--- src/rtl/crosswalk_controller.sv ---
// Pedestrian crosswalk controller for a two-way intersection.
// Latches button requests on the north and west channels and grants a walk
// phase when that channel's vehicle green rises. It drives the walk/stop lamps
// and holds the green while pedestrians cross. A sticky fault is raised if both
// greens are ever seen high together.
module crosswalk_controller #(
    parameter int WALK_TICKS  = 7,
    parameter int FLASH_TICKS = 5,
    parameter int CNT_W       = 8
) (
    input  logic clk_50_mhz,
    input  logic reset,
    input  logic tick,
    input  logic nrth_xwalk_sig,
    input  logic west_xwalk_sig,
    input  logic grn_nrth,
    input  logic grn_west,
    output logic walk_nrth,
    output logic stop_nrth,
    output logic walk_west,
    output logic stop_west,
    output logic hold_nrth,
    output logic hold_west,
    output logic pend_nrth,
    output logic pend_west,
    output logic fault
);

    typedef enum logic [1:0] {
        IDLE    = 2'd0,
        PENDING = 2'd1,
        WALK    = 2'd2,
        FLASH   = 2'd3
    } state_t;

    localparam logic [CNT_W-1:0] WALK_LOAD  = CNT_W'(WALK_TICKS);
    localparam logic [CNT_W-1:0] FLASH_LOAD = CNT_W'(FLASH_TICKS);
    localparam logic [CNT_W-1:0] CNT_ONE    = CNT_W'(1);

    // Channel index 0 is north, index 1 is west.
    state_t           state [2];
    logic [CNT_W-1:0] cnt   [2];
    logic [1:0]       btn_q;
    logic [1:0]       grn_q;
    logic [1:0]       rereq;
    logic [1:0]       flash_ph;
    logic [1:0]       walk;
    logic [1:0]       stop;
    logic [1:0]       hold;
    logic [1:0]       pend;
    logic             fault_q;

    logic [1:0] btn;
    logic [1:0] grn;
    logic [1:0] btn_rise;
    logic [1:0] grn_rise;
    logic       conflict;

    // Rising-edge detection against the registered copies; conflict uses the live greens.
    assign btn      = {west_xwalk_sig, nrth_xwalk_sig};
    assign grn      = {grn_west, grn_nrth};
    assign btn_rise = btn & ~btn_q;
    assign grn_rise = grn & ~grn_q;
    assign conflict = grn[0] & grn[1];

    // Edge registers, sticky fault and both channel FSMs with registered lamp outputs.
    // NOTE: every register in this block uses non-blocking assignment so each
    // channel reads the pre-edge values of state, counter and flags.
    always_ff @(posedge clk_50_mhz) begin
        if (reset) begin
            btn_q    <= '0;
            grn_q    <= '0;
            rereq    <= '0;
            flash_ph <= '0;
            walk     <= '0;
            stop     <= '1;
            hold     <= '0;
            pend     <= '0;
            fault_q  <= 1'b0;
            for (int i = 0; i < 2; i++) begin
                state[i] <= IDLE;
                cnt[i]   <= '0;
            end
        end else begin
            btn_q <= btn;
            grn_q <= grn;
            if (conflict) begin
                fault_q <= 1'b1;
            end

            for (int i = 0; i < 2; i++) begin
                if (conflict) begin
                    // Both greens high: force lamps safe, demote active crossings to
                    // pending and keep any request already latched.
                    walk[i]     <= 1'b0;
                    stop[i]     <= 1'b1;
                    hold[i]     <= 1'b0;
                    flash_ph[i] <= 1'b0;
                    rereq[i]    <= 1'b0;
                    cnt[i]      <= '0;
                    if (state[i] != IDLE || btn_rise[i]) begin
                        state[i] <= PENDING;
                        pend[i]  <= 1'b1;
                    end else begin
                        state[i] <= IDLE;
                        pend[i]  <= 1'b0;
                    end
                end else begin
                    case (state[i])
                        IDLE: begin
                            // A green rise in the same cycle is ignored; only the request latches.
                            if (btn_rise[i]) begin
                                state[i] <= PENDING;
                                pend[i]  <= 1'b1;
                            end
                        end

                        PENDING: begin
                            // Only a fresh green grants; a tick in this cycle is not counted.
                            if (grn_rise[i]) begin
                                state[i] <= WALK;
                                cnt[i]   <= WALK_LOAD;
                                walk[i]  <= 1'b1;
                                stop[i]  <= 1'b0;
                                hold[i]  <= 1'b1;
                                pend[i]  <= 1'b0;
                                rereq[i] <= 1'b0;
                            end
                        end

                        WALK, FLASH: begin
                            if (!grn[i]) begin
                                // Green lost early: abandon the crossing at once.
                                state[i]    <= (rereq[i] || btn_rise[i]) ? PENDING : IDLE;
                                pend[i]     <= rereq[i] || btn_rise[i];
                                walk[i]     <= 1'b0;
                                stop[i]     <= 1'b1;
                                hold[i]     <= 1'b0;
                                rereq[i]    <= 1'b0;
                                flash_ph[i] <= 1'b0;
                                cnt[i]      <= '0;
                            end else begin
                                if (btn_rise[i]) begin
                                    rereq[i] <= 1'b1;
                                end
                                if (tick) begin
                                    if (cnt[i] == CNT_ONE) begin
                                        if (state[i] == WALK) begin
                                            state[i]    <= FLASH;
                                            cnt[i]      <= FLASH_LOAD;
                                            flash_ph[i] <= 1'b1;
                                            walk[i]     <= 1'b0;
                                            stop[i]     <= 1'b1;
                                        end else begin
                                            // End of flash: release the green, re-pend if asked again.
                                            state[i]    <= (rereq[i] || btn_rise[i]) ? PENDING : IDLE;
                                            pend[i]     <= rereq[i] || btn_rise[i];
                                            rereq[i]    <= 1'b0;
                                            flash_ph[i] <= 1'b0;
                                            stop[i]     <= 1'b1;
                                            hold[i]     <= 1'b0;
                                            cnt[i]      <= '0;
                                        end
                                    end else begin
                                        cnt[i] <= cnt[i] - CNT_ONE;
                                        if (state[i] == FLASH) begin
                                            flash_ph[i] <= ~flash_ph[i];
                                            stop[i]     <= ~flash_ph[i];
                                        end
                                    end
                                end
                            end
                        end

                        default: begin
                            state[i] <= IDLE;
                        end
                    endcase
                end
            end
        end
    end

    assign walk_nrth = walk[0];
    assign stop_nrth = stop[0];
    assign hold_nrth = hold[0];
    assign pend_nrth = pend[0];
    assign walk_west = walk[1];
    assign stop_west = stop[1];
    assign hold_west = hold[1];
    assign pend_west = pend[1];
    assign fault     = fault_q;

endmodule

--- config.mk ---
export PLATFORM = sky130hd
export DESIGN_NAME = crosswalk_controller
export DESIGN_NICKNAME = d
export VERILOG_FILES = /design/src/rtl/crosswalk_controller.sv
export SDC_FILE = /design/constraint.sdc
export NUM_CORES = 1
export LEC_CHECK = 0
export CORE_AREA = 2 2 77 79
export DETAILED_ROUTE_END_ITERATION = 8
export DIE_AREA = 0 0 79 81
export GPL_ROUTABILITY_DRIVEN = 0
export HOLD_SLACK_MARGIN = 0.15
export PLACE_DENSITY = 0.66
export SLEW_MARGIN = 30
export SYNTH_ARGS = -nofsm -noshare
export SYNTH_HDL_FRONTEND = slang
export SYNTH_SLANG_ARGS = --single-unit
--- constraint.sdc ---
create_clock -name clk_50_mhz -period 2.1 [get_ports clk_50_mhz]
set_input_delay 0.63 -clock clk_50_mhz [delete_from_list [all_inputs] [get_ports clk_50_mhz]]
set_output_delay 0.63 -clock clk_50_mhz [all_outputs]
set_load 0.01 [all_outputs]
==> reports/results.ini <==
[cells_and_area]
layout-drive-gt1-share=0.244
diodes=0
design_area_sq_um=2880
stdcell_count=374
areaGrowthSynthToFinish_pct=34.5
nets=309
layout_common_cells=45 x buf_4, 25 x nand2_1, 23 x nor2_1, 20 x edfxtp_1, 17 x dfxtp_1
layout.cells.most_common=buf_4

[routing]
drtIter0Drc=126
drt_wl_total_um=5120
first_pass_iters=5
antenna_left=0
dr_total_vias=1968
viasPerCell=5.26
wl_per_cell_um=13.7
drc=0

[clock_network]
clkTransAtPathRegs_ns=0.08
cts_buffers=5
clock-sinks=37
insertion_delay_ns=0.29
clock-root-buffer=clkbuf_8
htree_levels=2
hold_buffers=0
cts_tree=done
clock_path_buffers=2

[setup_path]
timing.critical_path.buf_inv=2
cp-start-kind=primary input
crit_family=buffers and inverters
end_kind=register
path_depth=6
cp_slowest_stage_delay_ns=0.59
path_cells=clkdlybuf4s50_1, nand3_1, nor3_1, nor2_1, nand4_1, buf_6
reg2reg_depth=6
path_class=primary input to register
critical_path_required_ns=2.11
cp_max_fo=8
arrival_ns=2.04
slowest_stage=clkdlybuf4s50_1

[worst_hold_path]
holdPathStages=2
hp-class=register to register

[timing]
finalSetupTns_ns=0
max_clock_freq_ghz=0.492
finalCritPeriodShare=0.969
fin_skew_ns=0.00247
period_needed_ns=2.03
hold_viol=0
worst_pin_slew_ns=0.626
setup_ws_ns=0.0659
slew_viol_final=0
setup_violations=0
relSlewSlack=0.577

[power_and_ir_drop]
power_w=0.00203
switchingPower_w=0.000533
leakage_nw=1.17
switching_share=0.262
comb_power_share=0.208
power.density_nw_per_um2=706
intPower_w=0.00150
max-vdd-ir-drop_mv=0.353
clockPowerShare=0.365
seqPwrFrac=0.427

[floorplanning]
coreArea_sq_um=5680
die_area_sq_um=6400
io_pins=16
initial_core_util=0.377
fp-row-count=28
die_h_um=81
fp.dieW_um=79

[place]
preCtsSetupSlack_ns=-0.276
place_area_sq_um=2680
io_buffers=15
post-dp-hpwl_um=3760
placed_cells=363

[global_route]
grt_pass1_wl_um=8740
grt_pass1_vias=1877
antenna_found_initial=0
track_usage=0.173
grt.overflow.total=0
grt_max_degree=18

[synthesis]
ys.warnings.count=0
syn_inst=241
netlist_top_cells_area=edfxtp_1 28%, dfxtp_1 16%, nand2_1 4.7%
synth-async-reset-ratio=0
synth_area_leader_cell=edfxtp_1
seq_area_frac_synth=0.439
synth_top_area_frac=0.280
synth-edff-count=20
synth.ff_latch_count=37
synth_cell_types=47
syn_nets=252
synthesis.area_sq_um=2140
synth-main-ff-cell=edfxtp_1
syn_area_per_cell_sq_um=8.89

[flow_run]
cap_violations=0

[status]
status=finished, final reports clean

-- cell families (layout without fill, tap and decap cells) --
family          count (synthesis)  after routing  synth area share
simple gates                  108            108             0.266
flops                          37             37             0.439
xor+xnor                       11             11            0.0450
mux                             3              3            0.0140
buf+inv                        23             81            0.0426
fa+ha+maj                       4              4            0.0234
compound gates                 55             55             0.169
-- registers in the layout, summed over array words and instances, names as in the netlist --
register and flops:
btn_q 2, cnt 16, fault 1, flash_ph 2, grn_q 2, hold 2, pend 2, rereq 2
state 4, stop 2, walk 2
-- synth_stat cells, types with 3 or more instances --
master    count
nand2_1      27
dfxtp_1      17
xor2_1        6
buf_2         4
o21ai_0      15
a21oi_1      16
xnor2_1       5
inv_1        10
nor3_1        9
mux2i_1       3
nand4_1       4
ha_1          4
edfxtp_1     20
clkbuf_1      8
nand2b_1      6
o31ai_1       5
nor2b_1       4
nor2_1       27
nand3_1      15
-- through the flow --
stage	hold slack (ns)	util
6_report	0.467	0.507
5_1_grt	0.502	0.507
4_1_cts	0.476	0.496
3_5_place_dp	0.465	0.472
3_3_place_gp	0.457	0.472
2_1_floorplan	0.453	-
-- what timing repair did --
action,in CTS,in global routing
endpoints found under the setup margin,0,15
endpoints found under the hold margin,0,0
setup buffers,0,3
gates resized for setup,0,15
-- routing by layer --
metal	up-vias	GRT usage	part of all wire
met5	-	0	0
met4	0	0.0621	0.016
met3	8	0.0322	0.035
met2	52	0.284	0.48
met1	920	0.230	0.47
li1	988	-	-
-- area by class of cell --
cell class	count	area [sq um]
tap	75	93.8
clock inverter	3	65.1
clock buffer	5	68.8
inverter	11	41.3
multi-input combinational	181	1140
fill	543	2800
timing repair buffer	62	529
sequential	37	941
-- power by group through the flow --
stage | registers, W | clock network, W | logic [W]
3_3_place_gp | 0.000882 | 0 | 0.000402
4_1_cts | 0.000867 | 0.000756 | 0.000407
6_report | 0.000868 | 0.000742 | 0.000423
3_5_place_dp | 0.000884 | 0 | 0.000403
5_1_grt | 0.000875 | 0.000789 | 0.000469
2_1_floorplan | 0.000879 | 0 | 0.000236
-- final timing paths --
| path | startpoint | endpoint | slack (ns) |
|---|---|---|---|
| worst max-delay path | tick | cnt[0][4]$_SDFFCE_PN0P_ | 0.07 |
| worst min-delay path | hold[1]$_SDFFE_PP0P_ | hold[1]$_SDFFE_PP0P_ | 0.47 |
| worst max register to register | cnt[0][4]$_SDFFCE_PN0P_ | cnt[0][4]$_SDFFCE_PN0P_ | 0.09 |
| worst min register to register | hold[1]$_SDFFE_PP0P_ | hold[1]$_SDFFE_PP0P_ | 0.47 |
-- worst register-to-register path: stages (launching register included) --
cell	delay (ns)
edfxtp_1	0.48
nor4_4	0.40
nand3_4	0.19
nor3_1	0.31
nor2_1	0.09
nand4_1	0.12
buf_6	0.15
Power figures use the tool's default switching activity.
